`config.mk`:
```
export PLATFORM = sky130hd
export DESIGN_NAME = c_fetch_buffer
export DESIGN_NICKNAME = d
export VERILOG_FILES = /design/src/rtl/c_pkg.sv /design/src/rtl/c_hw_fifo.sv /design/src/rtl/c_fetch_buffer.sv
export SDC_FILE = /design/constraint.sdc
export NUM_CORES = 1
export LEC_CHECK = 0
export CORE_ASPECT_RATIO = 2
export CORE_UTILIZATION = 61
export DETAILED_ROUTE_END_ITERATION = 12
export PLACE_DENSITY = 0.87
export RECOVER_POWER = 25
export SLEW_MARGIN = 20
export SYNTH_ARGS = -nofsm -noshare
export SYNTH_HDL_FRONTEND = slang
export SYNTH_SLANG_ARGS = --single-unit
```
`constraint.sdc`:
```
create_clock -name clk -period 8.7 [get_ports clk]
set_clock_uncertainty 0.05 [all_clocks]
set_input_delay 0.87 -clock clk [delete_from_list [all_inputs] [get_ports clk]]
set_output_delay 0.87 -clock clk [all_outputs]
set_load 0.005 [all_outputs]
```
`src/rtl/c_pkg.sv`:
```
// Shared definitions for the compressed-aware fetch buffer: fetch FSM states,
// the canonical NOP and the 16/32-bit length decode.
package c_pkg;

  localparam logic [31:0] NOP = 32'h0000_0013;

  typedef enum logic [1:0] {
    IDLE      = 2'd0,
    WAIT      = 2'd1,
    WAIT_KILL = 2'd2
  } fetch_state_e;

  function automatic logic is_compressed(input logic [15:0] hw);
    return (hw[1:0] != 2'b11);
  endfunction

endpackage

```
`src/rtl/c_hw_fifo.sv`:
```
// Halfword circular queue with up to two pushes and two pops per cycle,
// two-entry peek at the head and a flush that empties it in one cycle.
module c_hw_fifo
  import c_pkg::*;
#(
  parameter int DEPTH_HW = 8,
  localparam int PW = $clog2(DEPTH_HW),
  localparam int CW = PW + 1
) (
  input  logic          clk,
  input  logic          reset,
  input  logic          flush,
  input  logic [1:0]    push_cnt,
  input  logic [15:0]   push_hw0,
  input  logic [15:0]   push_hw1,
  input  logic [1:0]    pop_cnt,
  output logic [15:0]   h0,
  output logic [15:0]   h1,
  output logic [CW-1:0] count
);

  logic [15:0]   mem_r [DEPTH_HW];
  logic [PW-1:0] rd_ptr_r;
  logic [PW-1:0] wr_ptr_r;
  logic [PW-1:0] rd_ptr1_s;
  logic [PW-1:0] wr_ptr1_s;
  logic [CW-1:0] count_r;

  // Neighbouring slots; pointer width makes the add wrap at DEPTH_HW.
  always_comb begin
    rd_ptr1_s = rd_ptr_r + PW'(1);
    wr_ptr1_s = wr_ptr_r + PW'(1);
  end

  // Storage write: first halfword at wr_ptr, second in the following slot.
  always_ff @(posedge clk or negedge reset) begin
    if (!reset) begin
      for (int i = 0; i < DEPTH_HW; i++) begin
        mem_r[i] <= 16'h0000;
      end
    end else if (!flush) begin
      if (push_cnt != 2'd0) begin
        mem_r[wr_ptr_r] <= push_hw0;
      end
      if (push_cnt == 2'd2) begin
        mem_r[wr_ptr1_s] <= push_hw1;
      end
    end
  end

  // Pointer and occupancy update; flush wins over any push or pop.
  always_ff @(posedge clk or negedge reset) begin
    if (!reset) begin
      rd_ptr_r <= {PW{1'b0}};
      wr_ptr_r <= {PW{1'b0}};
      count_r  <= {CW{1'b0}};
    end else if (flush) begin
      rd_ptr_r <= {PW{1'b0}};
      wr_ptr_r <= {PW{1'b0}};
      count_r  <= {CW{1'b0}};
    end else begin
      wr_ptr_r <= wr_ptr_r + PW'(push_cnt);
      rd_ptr_r <= rd_ptr_r + PW'(pop_cnt);
      count_r  <= count_r + CW'(push_cnt) - CW'(pop_cnt);
    end
  end

  assign h0    = mem_r[rd_ptr_r];
  assign h1    = mem_r[rd_ptr1_s];
  assign count = count_r;

endmodule

```
`src/rtl/c_fetch_buffer.sv`:
```
// Instruction fetch buffer: word-aligned fetches in, one whole 16- or 32-bit
// instruction per handshake out, with redirect flush and in-flight kill.
module c_fetch_buffer
  import c_pkg::*;
#(
  parameter int          DEPTH_HW = 8,
  parameter logic [31:0] RESET_PC = 32'h0000_0000
) (
  input  logic        clk,
  input  logic        reset,
  input  logic        sel_for_branch,
  input  logic [31:0] branch_pc_i,
  output logic        mem_req_o,
  output logic [31:0] mem_addr_o,
  input  logic        mem_rvalid_i,
  input  logic [31:0] mem_rdata_i,
  output logic        inst_valid_o,
  input  logic        inst_ready_i,
  output logic [31:0] inst_o,
  output logic [31:0] pc_o,
  output logic        is_comp_o
);

  localparam int CW = $clog2(DEPTH_HW) + 1;
  localparam logic [CW:0]   REQ_LIMIT = (CW + 1)'(DEPTH_HW - 2);
  localparam logic [CW-1:0] ONE_C     = CW'(1);
  localparam logic [CW-1:0] TWO_C     = CW'(2);

  fetch_state_e  state_r;
  fetch_state_e  state_nxt_s;
  logic [31:0]   fpc_r;
  logic [31:0]   pc_r;
  logic          drop_r;
  logic          fetch_en_r;

  logic [31:0]   target_s;
  logic [CW-1:0] count_s;
  logic [15:0]   h0_s;
  logic [15:0]   h1_s;
  logic          head_comp_s;
  logic          valid_s;
  logic          fire_s;
  logic          req_s;
  logic          idle_room_ok_s;
  logic          wait_room_ok_s;
  logic [1:0]    push_cnt_s;
  logic [1:0]    pop_cnt_s;
  logic [15:0]   push_hw0_s;
  logic [15:0]   push_hw1_s;
  logic [31:0]   inst_s;

  c_hw_fifo #(
    .DEPTH_HW (DEPTH_HW)
  ) u_fifo (
    .clk      (clk),
    .reset    (reset),
    .flush    (sel_for_branch),
    .push_cnt (push_cnt_s),
    .push_hw0 (push_hw0_s),
    .push_hw1 (push_hw1_s),
    .pop_cnt  (pop_cnt_s),
    .h0       (h0_s),
    .h1       (h1_s),
    .count    (count_s)
  );

  assign target_s = branch_pc_i & 32'hFFFF_FFFE;

  // Response push: the first word after a redirect to an odd halfword keeps only its upper half.
  always_comb begin
    push_cnt_s = 2'd0;
    push_hw0_s = mem_rdata_i[15:0];
    push_hw1_s = mem_rdata_i[31:16];
    if (!sel_for_branch && (state_r == WAIT) && mem_rvalid_i) begin
      if (drop_r) begin
        push_cnt_s = 2'd1;
        push_hw0_s = mem_rdata_i[31:16];
      end else begin
        push_cnt_s = 2'd2;
      end
    end else begin
      push_cnt_s = 2'd0;
    end
  end

  // Head decode and handshake pop.
  always_comb begin
    head_comp_s = is_compressed(h0_s);
    inst_s      = 32'h0000_0000;
    if (head_comp_s) begin
      valid_s = (count_s >= ONE_C);
    end else begin
      valid_s = (count_s >= TWO_C);
    end
    if (valid_s) begin
      inst_s = head_comp_s ? {16'h0000, h0_s} : {h1_s, h0_s};
    end else begin
      inst_s = 32'h0000_0000;
    end
    fire_s = valid_s & inst_ready_i & ~sel_for_branch;
    if (fire_s) begin
      pop_cnt_s = head_comp_s ? 2'd1 : 2'd2;
    end else begin
      pop_cnt_s = 2'd0;
    end
  end

  // Room checks: a new word needs two free slots beyond anything already in flight.
  always_comb begin
    idle_room_ok_s = ({1'b0, count_s} <= REQ_LIMIT);
    wait_room_ok_s = (({1'b0, count_s} + (CW + 1)'(push_cnt_s)) <= REQ_LIMIT);
  end

  // Fetch FSM next state and request.
  always_comb begin
    state_nxt_s = state_r;
    req_s       = 1'b0;
    case (state_r)
      IDLE: begin
        if (!sel_for_branch && fetch_en_r && idle_room_ok_s) begin
          req_s       = 1'b1;
          state_nxt_s = WAIT;
        end else begin
          state_nxt_s = IDLE;
        end
      end
      WAIT: begin
        if (sel_for_branch) begin
          state_nxt_s = mem_rvalid_i ? IDLE : WAIT_KILL;
        end else if (mem_rvalid_i) begin
          if (wait_room_ok_s) begin
            req_s       = 1'b1;
            state_nxt_s = WAIT;
          end else begin
            state_nxt_s = IDLE;
          end
        end else begin
          state_nxt_s = WAIT;
        end
      end
      WAIT_KILL: begin
        if (mem_rvalid_i) begin
          state_nxt_s = IDLE;
        end else begin
          state_nxt_s = WAIT_KILL;
        end
      end
      default: begin
        state_nxt_s = IDLE;
      end
    endcase
  end

  // FSM state, fetch/issue PCs and drop flag; fetch_en_r keeps mem_req_o low while in reset.
  always_ff @(posedge clk or negedge reset) begin
    if (!reset) begin
      state_r    <= IDLE;
      fpc_r      <= {RESET_PC[31:2], 2'b00};
      pc_r       <= RESET_PC;
      drop_r     <= RESET_PC[1];
      fetch_en_r <= 1'b0;
    end else begin
      state_r    <= state_nxt_s;
      fetch_en_r <= 1'b1;
      if (sel_for_branch) begin
        fpc_r <= target_s & 32'hFFFF_FFFC;
      end else if (req_s) begin
        fpc_r <= fpc_r + 32'd4;
      end
      if (sel_for_branch) begin
        drop_r <= target_s[1];
      end else if (push_cnt_s != 2'd0) begin
        drop_r <= 1'b0;
      end
      if (sel_for_branch) begin
        pc_r <= target_s;
      end else if (fire_s) begin
        pc_r <= pc_r + (head_comp_s ? 32'd2 : 32'd4);
      end
    end
  end

  assign mem_req_o    = req_s;
  assign mem_addr_o   = fpc_r;
  assign inst_valid_o = valid_s;
  assign inst_o       = inst_s;
  assign pc_o         = pc_r;
  assign is_comp_o    = valid_s & head_comp_s;

endmodule

```
* After elaboration in Yosys (flattened, before gate mapping) *
Cells that the tools add are included.

cells by class
  $add $sub $neg = 9
  muxes and demuxes = 45
  $lt $le $gt $ge = 10
  reductions and logical operators = 12
  equal/unequal tests = 4
  bitwise operators = 8

operators with widths
  operator                                                                              count
  128-bit 2-to-1 mux                                                                    3
  128-bit bitwise mux                                                                   2
  32-bit 2-to-1 mux                                                                     6
  16-bit 2-to-1 mux                                                                     8
  16-bit binary-select mux with 3-bit select                                            2
  16-bit demux with 3-bit select                                                        2
  32-bit by 3-bit adder with 32-bit output                                              1
  32-bit by 3-bit adder with 32-bit output (second input constant)                      1
  4-bit greater-or-equal comparator (second input constant)                             4
  3-bit inverter with 4-bit output                                                      4
  2-bit 2-to-1 mux                                                                      7
  1-bit 2-to-1 mux                                                                      9
  3-bit 2-to-1 mux                                                                      3
  4-bit by 1-bit less-than comparator with 1-bit output (second input constant)         2
  2-bit nonzero test                                                                    4
  3-bit by 1-bit adder with 3-bit output (second input constant)                        2
  3-bit by 2-bit adder with 3-bit output                                                2
  1-bit logical AND                                                                     6
  2-bit case mux with 3 select lines                                                    1
  4-bit by 2-bit adder with 5-bit output                                                1
  5-bit by 3-bit less-or-equal comparator with 1-bit output (second input constant)     1
  4-bit by 2-bit adder with 4-bit output                                                1
  2-bit == test (second input constant)                                                 2
  4-bit by 1-bit greater-or-equal comparator with 1-bit output (second input constant)  1
  other kinds (11)                                                                      13

storage, ports and cells
  word-level logic and storage cells = 104
  input port bits = 69
  bits in registers = 206
  output and inout bits = 99

* Depth between registers and ports, before layout *
  depth in word-level cells = 12
  depth in mapped cells = 15
  mapped depth without buffers = 13

* Modules after synthesis *
From an unflattened synthesis, not the netlist that was laid out.

unflattened totals
  cell total of the unflattened synthesis = 1496
  area total of the unflattened synthesis = 13962.1 sq um

modules (own cells, without submodules)
  module          sequential area each (sq um)  times used  area each (sq um)  cells each
  c_hw_fifo       3453.3                        1           9566.7             988
  c_fetch_buffer  1626.6                        1           4395.5             508

* Worst setup path after synthesis *
Ideal clock, no wire load.

  path kind = input port to output port
  start = in mem_rvalid_i
  end = out mem_req_o
  arrival = 3206 ps
  stages = 13
  path slack = 4574 ps
  required time = 7780 ps
  path buffers = 3
  path through = nor4bb_1 -> buf_2 -> nand2_1 -> buf_2 -> inv_1 -> ha_1 -> ha_1 -> nand3_1 -> a311o_1 -> o211ai_1 -> o31a_1 -> buf_2 -> inv_1

between the ends
  word-level cells in the longest chain between the ends = 8

ends and longest elaborated chain
  item                                                       RTL line               source
  start: declaration                                         c_fetch_buffer.sv:15   input logic mem_rvalid_i,
  1-bit logical AND                                          c_fetch_buffer.sv:74   if (!sel_for_branch && (state_r == WAIT) && mem_rvalid_i) begin
  2-bit 2-to-1 mux                                           c_fetch_buffer.sv:74
  4-bit by 2-bit adder with 5-bit output                     c_fetch_buffer.sv:111  wait_room_ok_s = (({1'b0, count_s} + (CW + 1)'(push_cnt_s)) <= REQ_LIMIT);
  5-bit by 3-bit less-or-equal comparator with 1-bit output  c_fetch_buffer.sv:111
  1-bit 2-to-1 mux                                           c_fetch_buffer.sv:131  if (wait_room_ok_s) begin
  1-bit 2-to-1 mux *                                         c_fetch_buffer.sv:130  end else if (mem_rvalid_i) begin
  1-bit 2-to-1 mux *                                         c_fetch_buffer.sv:128  if (sel_for_branch) begin
  1-bit case mux with 2 select lines *                       c_fetch_buffer.sv:118  case (state_r)
  end: declaration                                           c_fetch_buffer.sv:13   output logic mem_req_o,

Every way passes the cells marked *; elsewhere a longest branch is shown, timed or not.

* Worst setup path in the final report *
Ends and elaborated chain as after synthesis.

==> results.toml <==
[run_status]
status = "finished with violations"
violations = "max-capacitance violations, max-slew violations"

[critical_path]
start_kind = "input pin"
crit_fanout = 28
crit_path_end_kind = "output pin"
r2r_setup_slack_ns = 3.50
cp_data_required_time_ns = 7.78
crit_type = "in2out"
arrival_ns = 4.51

[placement]
place.gp.congestion = 0.910
dp.cells = 1530
dp_hpwl_mm = 27.7
dpl_cell_area_um2 = 14300
io_buffers = 163

[floorplan]
dieArea_um2 = 21200
core_um2 = 20000
start_util = 0.628
boundaryPins = 168
die_width_um = 103
die_y_um = 205
rows = 73

[cts]
clockRootBuffer = "clkbuf_16"
clk_latency_ns = 0.52
h-tree-depth = 1
clkTransAtPathRegs_ns = 0.07
cts.sinks = 203
post_cts_buffers = 0
cts.repair.resized = 0
tritoncts = "yes"
cts_buffer_depth = 3
hold_buffers = 0
cts_buffers = 20

[power_and_ir_drop]
p_per_area_nw_per_um2 = 244
ir_drop_uv = 191
p_comb_frac = 0.380
internal-power_mw = 2.39
seqPwrFrac = 0.361
p_clk_frac = 0.258
swShare = 0.344
leakage_nw = 5.86
switching_power_mw = 1.26

[yosys]
synth_cells = 1185
synth_edf_count = 0
yosys.area.top_type = "dfrtp_1"
yosys.cell_types.count = 69
synth.most_common_cell = "nand2_1"
synth_top_area_share = 0.405
yosysWarnings = 0
avgSynthCellArea_um2 = 10.6
synthTopCellsByArea = "dfrtp_1 (40%), o221a_2 (12%), mux4_2 (11%)"
async_reset_ff_frac = 1.00
synth.top_cells.by_count = "nand2_1 (209), dfrtp_1 (203), o221a_2 (129)"
synth_flop_cell = "dfrtp_1"
ys_seq_elements = 203
syn_area_um2 = 12600
yosysSeqAreaShare = 0.405

[timing]
finalMaxSlewViolations = 165
worst_pin_slew_ns = 4.96
rsz0062_at_grt = "no"
max_freq_mhz = 184
final-setup-viol-count = 0
setup_tns_ns = 0
relSlewSlack = -2.31
min_period_over_period = 0.625
min_period_ns = 5.43
hold_violations = 0

[finish]
final_cell_area_um2 = 15000
fillerInstances = 1296
instances_no_fill = 1567
final_nets = 1381
syn2layout_area_growth_pct = 19.2
layout-drive-gt1-share = 0.216

[job]
maxCapViolations = 2

[detailed_routing]
drc = 0
dr.pass1.iters = 5
wl_per_cell_um = 27.3
ant_nets = 0
vias = 11400
via_per_inst = 7.30
drtIter0Drc = 1154
wirelength_mm = 42.7

[grt]
antenna_found_initial = 1
grt_pass1_wl_mm = 65.5
grt_pass1_vias = 11900
grt_max_degree = 89
grt_usage = 0.419
grt-ovfl-total = 0

[min_path]
hp-class = "reg2reg"
## worst paths after layout
check	from	endpoint	depth (start not counted)
worst max-delay path	mem_rvalid_i	mem_req_o	13
worst min-delay path	u_fifo.mem_r[20]	u_fifo.mem_r[20]	1
worst max register to register	u_fifo.rd_ptr_r[0]	u_fifo.count[3]	12
max in group asynchronous	reset	u_fifo.mem_r[3]	2
worst min register to register	u_fifo.mem_r[20]	u_fifo.mem_r[20]	1
min in group asynchronous	reset	pc_o[29]	1
## routing by layer
metal,part of all wire,vias to the layer above,global-route usage
met3,0.11,255,0.122
li1,-,4743,-
met4,0.087,0,0.340
met2,0.50,850,0.680
met5,0,-,0
met1,0.30,5598,0.440
## power groups by stage
stage,registers (mW),logic (mW),clock network [mW]
after CTS,1.31,1.36,0.938
after global placement,1.31,1.32,0
after detailed placement,1.32,1.35,0
final,1.32,1.39,0.943
after global routing,1.33,1.49,0.974
after floorplan,1.23,0.887,0
## layout by cell type (no fill, tap or decap), types with 5 or more instances in the layout
| cell | netlist | layout |
|---|---|---|
| mux2_2 | 8 | 8 |
| xnor2_1 | 22 | 22 |
| or2_2 | 6 | 6 |
| o221a_2 | 129 | 129 |
| o311ai_0 | 6 | 6 |
| a31oi_1 | 6 | 6 |
| nand3_1 | 38 | 37 |
| clkdlybuf4s50_1 | 0 | 161 |
| o31ai_1 | 8 | 8 |
| and3_1 | 9 | 9 |
| or3_1 | 5 | 5 |
| o21ai_2 | 0 | 6 |
| nor2b_1 | 10 | 10 |
| clkbuf_8 | 0 | 6 |
| nand2_1 | 209 | 209 |
| o2111ai_1 | 5 | 5 |
| and2_1 | 6 | 6 |
| a21oi_1 | 32 | 32 |
| buf_4 | 5 | 16 |
| nor2_1 | 50 | 45 |
| inv_1 | 22 | 22 |
| or4_1 | 7 | 7 |
| nor4_1 | 17 | 17 |
| nor3b_1 | 5 | 5 |
| o21ai_0 | 10 | 10 |
| o211ai_1 | 7 | 7 |
| nand2b_1 | 14 | 14 |
| mux4_2 | 64 | 64 |
| nor2_2 | 1 | 6 |
| o31a_1 | 13 | 13 |
| mux2i_1 | 34 | 34 |
| clkbuf_16 | 0 | 21 |
| dfrtp_1 | 203 | 202 |
| nand4_1 | 23 | 23 |
| a21boi_0 | 12 | 12 |
| ha_1 | 19 | 18 |
| clkbuf_1 | 51 | 6 |
| xor2_1 | 15 | 15 |
| nor3_1 | 14 | 12 |
## per-stage QoR
stage               power, mW  hold slack, ns  setup slack (ns)   util
floorplan                2.12           0.481              4.57      -
global placement         2.63           0.490              3.44  0.714
finish                   3.65           0.521              3.27  0.748
detailed placement       2.68           0.506              3.41  0.714
CTS                      3.61           0.402              3.35  0.749
global route             3.79           0.528              2.92  0.748
## state kept, by name (all words and copies together) (netlist names)
signal	count
u_fifo.mem_r	128
mem_addr_o	30
pc_o	31
u_fifo.wr_ptr_r	3
state_r	2
u_fifo.count	4
drop_r	1
fetch_en_r	1
u_fifo.rd_ptr_r	3
## final cells by class
cell class                      count  area, um2  area share
Clock buffer                       30        619      0.0414
Antenna cell                        1       2.50    0.000167
Sequential cell                   203       5080       0.340
Tap cell                          262        328      0.0219
Clock inverter                      6       80.1     0.00535
Timing Repair Buffer              180       1740       0.116
Inverter                           22       82.6     0.00552
Multi-Input combinational cell    863       7030       0.470
## kinds of logic after synthesis
group | share of synthesized area
AND/OR/NAND/NOR | 0.161
AO/OA/AOI/OAI | 0.195
flip-flops | 0.405
buffers and inverters | 0.0402
multiplexers | 0.149
XOR/XNOR | 0.0258
adder cells (fa/ha/maj) | 0.0237
other | 0.000598
## critical path, stage by stage
cell and delay (ns):
clkdlybuf4s50_1 0.56, nor4bb_1 0.42, nand2_1 0.10, buf_4 0.27, inv_1 0.16, ha_1 0.21, ha_1 0.26, a31oi_1 0.36
o211ai_1 0.17, o31a_1 0.26, buf_4 0.22, inv_1 0.13, clkdlybuf4s50_1 0.50
Note: power is estimated with default switching activity, not from simulation.
